$ cat config.mk
export PLATFORM = sky130hd
export DESIGN_NAME = mips_multicycle_control
export DESIGN_NICKNAME = d
export VERILOG_FILES = /design/src/rtl/mips_ctrl_pkg.sv /design/src/rtl/mips_ctrl_decode.sv /design/src/rtl/mips_multicycle_control.sv
export SDC_FILE = /design/constraint.sdc
export NUM_CORES = 1
export LEC_CHECK = 0
export CAP_MARGIN = 30
export CORE_ASPECT_RATIO = 0.9
export CORE_UTILIZATION = 47
export DETAILED_ROUTE_END_ITERATION = 16
export HOLD_SLACK_MARGIN = 0.05
export PLACE_DENSITY = 0.8
export SLEW_MARGIN = 20
export SYNTH_ARGS = -nofsm -noshare
export SYNTH_HDL_FRONTEND = slang
export SYNTH_SLANG_ARGS = --single-unit
$ cat constraint.sdc
create_clock -name clk -period 2.5 [get_ports clk]
set_input_delay 0.5 -clock clk [delete_from_list [all_inputs] [get_ports clk]]
set_output_delay 0.5 -clock clk [all_outputs]
set_load 0.005 [all_outputs]
$ cat src/rtl/mips_ctrl_pkg.sv
// Shared encodings for the multi-cycle MIPS control unit: FSM states, opcodes,
// datapath select codes and the decoded control word.
package mips_ctrl_pkg;

  typedef enum logic [3:0] {
    StFetch    = 4'd0,
    StDecode   = 4'd1,
    StMemAddr  = 4'd2,
    StMemRead  = 4'd3,
    StMemWb    = 4'd4,
    StMemWrite = 4'd5,
    StRExec    = 4'd6,
    StRWb      = 4'd7,
    StBranch   = 4'd8,
    StJump     = 4'd9,
    StAddiExec = 4'd10,
    StAddiWb   = 4'd11,
    StHalt     = 4'd12
  } state_e;

  localparam logic [5:0] OpRType = 6'b000000;
  localparam logic [5:0] OpLw    = 6'b100011;
  localparam logic [5:0] OpSw    = 6'b101011;
  localparam logic [5:0] OpBeq   = 6'b000100;
  localparam logic [5:0] OpJ     = 6'b000010;
  localparam logic [5:0] OpAddi  = 6'b001000;

  localparam logic [1:0] AluOpAdd   = 2'b00;
  localparam logic [1:0] AluOpSub   = 2'b01;
  localparam logic [1:0] AluOpFunct = 2'b10;

  localparam logic [1:0] PcSrcAlu    = 2'b00;
  localparam logic [1:0] PcSrcAluOut = 2'b01;
  localparam logic [1:0] PcSrcJump   = 2'b10;

  localparam logic [1:0] SrcBRt     = 2'b00;
  localparam logic [1:0] SrcBFour   = 2'b01;
  localparam logic [1:0] SrcBImm    = 2'b10;
  localparam logic [1:0] SrcBImmSh2 = 2'b11;

  typedef struct packed {
    logic       fetch;         // ir_write/pc_en follow mem_ready
    logic       pc_write;      // unconditional PC load
    logic       pc_write_cond; // PC load when ALU zero
    logic [1:0] pc_source;
    logic       i_or_d;
    logic       mem_read;
    logic       mem_write;
    logic       reg_dst;
    logic       mem_to_reg;
    logic       reg_write;
    logic       alu_src_a;
    logic [1:0] alu_src_b;
    logic [1:0] alu_op;
    logic       halted;
  } ctrl_t;

endpackage

$ cat src/rtl/mips_ctrl_decode.sv
// Moore output decode: maps the current FSM state to the datapath control word.
module mips_ctrl_decode
  import mips_ctrl_pkg::*;
(
  input  logic [3:0] state_i,
  output ctrl_t      ctrl_o
);

  always_comb begin
    ctrl_o = '0;
    unique case (state_i)
      StFetch: begin
        ctrl_o.fetch     = 1'b1;
        ctrl_o.mem_read  = 1'b1;
        ctrl_o.alu_src_b = SrcBFour;
        ctrl_o.alu_op    = AluOpAdd;
        ctrl_o.pc_source = PcSrcAlu;
      end
      StDecode: begin
        ctrl_o.alu_src_b = SrcBImmSh2;
        ctrl_o.alu_op    = AluOpAdd;
      end
      StMemAddr, StAddiExec: begin
        ctrl_o.alu_src_a = 1'b1;
        ctrl_o.alu_src_b = SrcBImm;
        ctrl_o.alu_op    = AluOpAdd;
      end
      StMemRead: begin
        ctrl_o.mem_read = 1'b1;
        ctrl_o.i_or_d   = 1'b1;
      end
      StMemWb: begin
        ctrl_o.reg_write  = 1'b1;
        ctrl_o.mem_to_reg = 1'b1;
      end
      StMemWrite: begin
        ctrl_o.mem_write = 1'b1;
        ctrl_o.i_or_d    = 1'b1;
      end
      StRExec: begin
        ctrl_o.alu_src_a = 1'b1;
        ctrl_o.alu_src_b = SrcBRt;
        ctrl_o.alu_op    = AluOpFunct;
      end
      StRWb: begin
        ctrl_o.reg_write = 1'b1;
        ctrl_o.reg_dst   = 1'b1;
      end
      StBranch: begin
        ctrl_o.alu_src_a     = 1'b1;
        ctrl_o.alu_src_b     = SrcBRt;
        ctrl_o.alu_op        = AluOpSub;
        ctrl_o.pc_source     = PcSrcAluOut;
        ctrl_o.pc_write_cond = 1'b1;
      end
      StJump: begin
        ctrl_o.pc_source = PcSrcJump;
        ctrl_o.pc_write  = 1'b1;
      end
      StAddiWb: ctrl_o.reg_write = 1'b1;
      StHalt:   ctrl_o.halted    = 1'b1;
      default:  ctrl_o = '0;
    endcase
  end

endmodule

$ cat src/rtl/mips_multicycle_control.sv
// Multi-cycle MIPS sequencer: state register, next-state logic, PC/IR write
// gating, reset strobe gating and the retired-instruction counter.
module mips_multicycle_control
  import mips_ctrl_pkg::*;
#(
  parameter int unsigned CNT_W = 32
) (
  input  logic             clk,
  input  logic             rst,
  input  logic [5:0]       opcode,
  input  logic             zero,
  input  logic             mem_ready,
  output logic             pc_en,
  output logic [1:0]       pc_source,
  output logic             i_or_d,
  output logic             mem_read,
  output logic             mem_write,
  output logic             ir_write,
  output logic             reg_dst,
  output logic             mem_to_reg,
  output logic             reg_write,
  output logic             alu_src_a,
  output logic [1:0]       alu_src_b,
  output logic [1:0]       alu_op,
  output logic [3:0]       state,
  output logic             halted,
  output logic [CNT_W-1:0] instr_count
);

  state_e           state_q, state_d;
  logic [CNT_W-1:0] count_q, count_d;
  logic             retire;
  ctrl_t            ctrl;

  mips_ctrl_decode u_decode (
    .state_i (state_q),
    .ctrl_o  (ctrl)
  );

  always_comb begin
    state_d = state_q;
    retire  = 1'b0;
    unique case (state_q)
      StFetch:  if (mem_ready) state_d = StDecode;
      StDecode: begin
        unique case (opcode)
          OpLw, OpSw: state_d = StMemAddr;
          OpRType:    state_d = StRExec;
          OpBeq:      state_d = StBranch;
          OpJ:        state_d = StJump;
          OpAddi:     state_d = StAddiExec;
          default:    state_d = StHalt;
        endcase
      end
      StMemAddr: begin
        if (opcode == OpLw)      state_d = StMemRead;
        else if (opcode == OpSw) state_d = StMemWrite;
        else                     state_d = StHalt;
      end
      StMemRead:  if (mem_ready) state_d = StMemWb;
      StMemWrite: begin
        if (mem_ready) begin
          state_d = StFetch;
          retire  = 1'b1;
        end
      end
      StMemWb, StRWb, StBranch, StJump, StAddiWb: begin
        state_d = StFetch;
        retire  = 1'b1;
      end
      StRExec:    state_d = StRWb;
      StAddiExec: state_d = StAddiWb;
      StHalt:     state_d = StHalt;
      default:    state_d = StHalt;
    endcase
  end

  assign count_d = retire ? count_q + 1'b1 : count_q;

  always_ff @(posedge clk or posedge rst) begin
    if (rst) begin
      state_q <= StFetch;
      count_q <= '0;
    end else begin
      state_q <= state_d;
      count_q <= count_d;
    end
  end

  // Write strobes are masked while rst is high so an aborted instruction cannot commit.
  assign pc_en       = ~rst & ((ctrl.fetch & mem_ready) | ctrl.pc_write
                               | (ctrl.pc_write_cond & zero));
  assign ir_write    = ~rst & ctrl.fetch & mem_ready;
  assign reg_write   = ~rst & ctrl.reg_write;
  assign mem_write   = ~rst & ctrl.mem_write;
  assign pc_source   = ctrl.pc_source;
  assign i_or_d      = ctrl.i_or_d;
  assign mem_read    = ctrl.mem_read;
  assign reg_dst     = ctrl.reg_dst;
  assign mem_to_reg  = ctrl.mem_to_reg;
  assign alu_src_a   = ctrl.alu_src_a;
  assign alu_src_b   = ctrl.alu_src_b;
  assign alu_op      = ctrl.alu_op;
  assign halted      = ctrl.halted;
  assign state       = state_q;
  assign instr_count = count_q;

endmodule
==> run metrics <==
synthesized area per cell=between 9 and 10 um^2; via count=between 1500 and 2000; Die X=between 70 and 80 um; Worst Path Required=around 2000 ps; die area=around 4600 um^2; placed insts=330; Iteration-0 DRC Markers=approximately 100; Post-Syn Instances=220; CP max stage delay=550 ps; Worst slew margin=~60%; pin count of the biggest net entering global routing=37; CP cell instances=or2_2 > nor4b_2 > clkdlybuf4s50_1; pwr/cell area=between 700 and 800 nW/um^2; router iterations before antenna repair=4; clk sink count=36; FF-to-FF Start=state[1]; Routed WL=around 4600 um; unique cell type count in the Yosys netlist=between 40 and 50; CTS max path bufs=2; Post-Syn Nets=~230; post-DP HPWL=3210 um; WL per Instance=around 13 um; CP arrival=1980 ps; Tightest Pin Transition=601 ps; max-cap viol count=0; #FFs+latches synth=36; post-route ant nets=0; Final Hold Vio Count=0; Comb power frac=around 42%; hold_ws=491 ps; minimum clock period=around 2500 ps; layout cells sized above 1=14.1%; final max-slew violation count=0; VDD IR max=around 480 uV; sequential power share=35.6%; clk root buf=clkbuf_8; vias in the first global route=1684; CORE AREA=4130 um^2; R2R Path End=instr_count[20]; largest cells by area after synthesis=dfrtp_1 (44%), xnor2_1 (8.1%), xor2_1 (6.4%), nand2_1 (5.3%), nor2_1 (5.1%); worst-skew pair later-pin latency=between 200 and 300 ps; crit path launch type=flip-flop; slowest cell on the critical path=clkdlybuf4s50_1; post-synth top area share=approximately 44%; Port Buf Inserts=61; H-tree depth=2; hold endpoint=instr_count[31]; Synth-to-Final Area Change=42.3%; Post-synth EDFFs=0; worst hold stages=1; Post-synth top flop=dfrtp_1; initial antenna violation count=0; Most Used Layer, Global Route=met2; sw frac=about a third; NetSw=between 700 and 800 uW; met1 Usage GRT=27.5%; diodes inserted=0; Crit Path Max Fanout=12; Starting Density=between 40% and 50%; first-pass GRT wire length=about 7600 um; Internal=1450 uW; Setup Crit Path Kind=reg -> out; Clock power frac=between 20% and 30%; # setup viols final=0; Min-Delay Path Class=reg -> reg; total CTS buffers=5; register area share after synthesis=a little over two fifths; Reg2Reg Setup Slack=about 490 ps; fin cells=~350; Remaining Overflow, GRT=0; cell area after synthesis=slightly above 2000 um^2; TritonCTS clock tree=built; CP endpoint kind=output port; Final GP Congestion=between 0.8 and 0.9; clk slew on worst S/H paths=70 ps; GR Util met2=about a third; post-synthesis async set-or-reset flop share=between 90% and 100%; Max Freq=about 400 MHz; DRC violations left=0; Vert. Die Dim=approximately 65 um; largest area contributor in the netlist=dfrtp_1; R2R depth=6; Finished Core Util=between 70% and 80%; CTS Hold Buffers Added=0; Worst Hold Launch=instr_count[31]; Final period util=roughly 99%; Worst Skew=between 8 and 9 ps; # rows=22; GR Util met3=under 10%; I/O pin cnt=62; leak pwr=0.00128 uW; vias per cell=about 5.4; gr usage total=between 20% and 30%; status=finished, final reports clean; yosys warns=0; Final Net Count=307
per-layer routing:
layer	vias up	wire length [um]
met5	-	0
li1	921	-
met1	877	2170
met4	0	50
met3	5	186
met2	53	2230
power by group through the flow:
stage	Clock, uW	Sequential, uW	Combinational [uW]
3_3_place_gp	0	791	850
3_5_place_dp	0	789	852
5_1_grt	541	790	999
4_1_cts	511	784	859
6_report	502	779	908
2_1_floorplan	0	757	472
Yosys cell counts, types with 2 or more instances:
library cell / number
a21o_1: 2
a21oi_1: 3
and3_1: 4
clkbuf_1: 4
dfrtp_1: 36
inv_1: 7
nand2_1: 29
nand2b_1: 4
nand3_1: 7
nand4_1: 8
nor2_1: 28
nor3_1: 13
nor4_1: 3
nor4_4: 2
nor4b_1: 2
o21ai_0: 6
or2_2: 4
or3_1: 2
xnor2_1: 19
xor2_1: 15
cell usage in the layout (no fill, tap or decap), drive strengths merged, types with 5 or more instances in the layout:
master / n
clkdlybuf4s50: 60
dfrtp: 36
nand2: 29
nor2: 28
xnor2: 19
xor2: 15
nor3: 13
buf: 13
nand4: 10
nand3: 8
inv: 7
o21ai: 6
clkbuf: 5
nor4: 5
worst max-delay path: cells and delay by family (launching register included):
kind          cells  cell delay [ps]
simple gates      2              640
buf+inv           1              550
flops             1              500
cell type report:
class,instances,area (um^2)
fill,321,1200
clock inverter,3,42.5
timing repair buffer,74,704
sequential,36,905
tap,48,60.1
inverter,7,26.3
clock buffer,5,68.8
multi-input combinational,172,1120
registers in the layout, indices dropped and copies added (netlist names):
| signal | cells |
|---|---|
| state | 4 |
| instr_count | 32 |
cells by family after synthesis:
| kind of cell | share of synthesized area, % |
|---|---|
| and+or+nand+nor | 31.5 |
| DFF | 43.8 |
| xor gates and xnor gates | 14.5 |
| AOI/OAI and AO/OA | 6.76 |
| buffers and inverters | 2.25 |
| muxes | 0.548 |
| adders and majority gates | 0.609 |
what timing repair did:
| action | in CTS | in global routing |
|---|---|---|
| resized for setup | 6 | 2 |
| endpoints found under the setup margin | 4 | 3 |
| setup buffers | 0 | 7 |
stage by stage:
stage               cell area (um^2)  power, uW  setup TNS, ps  worst slack, ps
finish                          2930       2190              0             20.5
CTS                             2870       2150              0             3.44
global placement                2750       1640              0             11.5
global route                    2930       2330          -36.2            -36.2
floorplan                       2060       1230              0              666
detailed placement              2750       1640          -44.0            -44.0
how the worst max path moves through the flow:
stage,startpoint,endpoint,slack (ps),cells past startpoint
after floorplan,state[0],pc_en,670,4
after global routing,state[0],ir_write,-40,3
final,state[0],ir_write,20,3
after detailed placement,mem_ready,pc_en,-40,4
after CTS,state[1],ir_write,3,3
after global placement,mem_ready,pc_en,10,4
(Power assumes the default switching activity.)
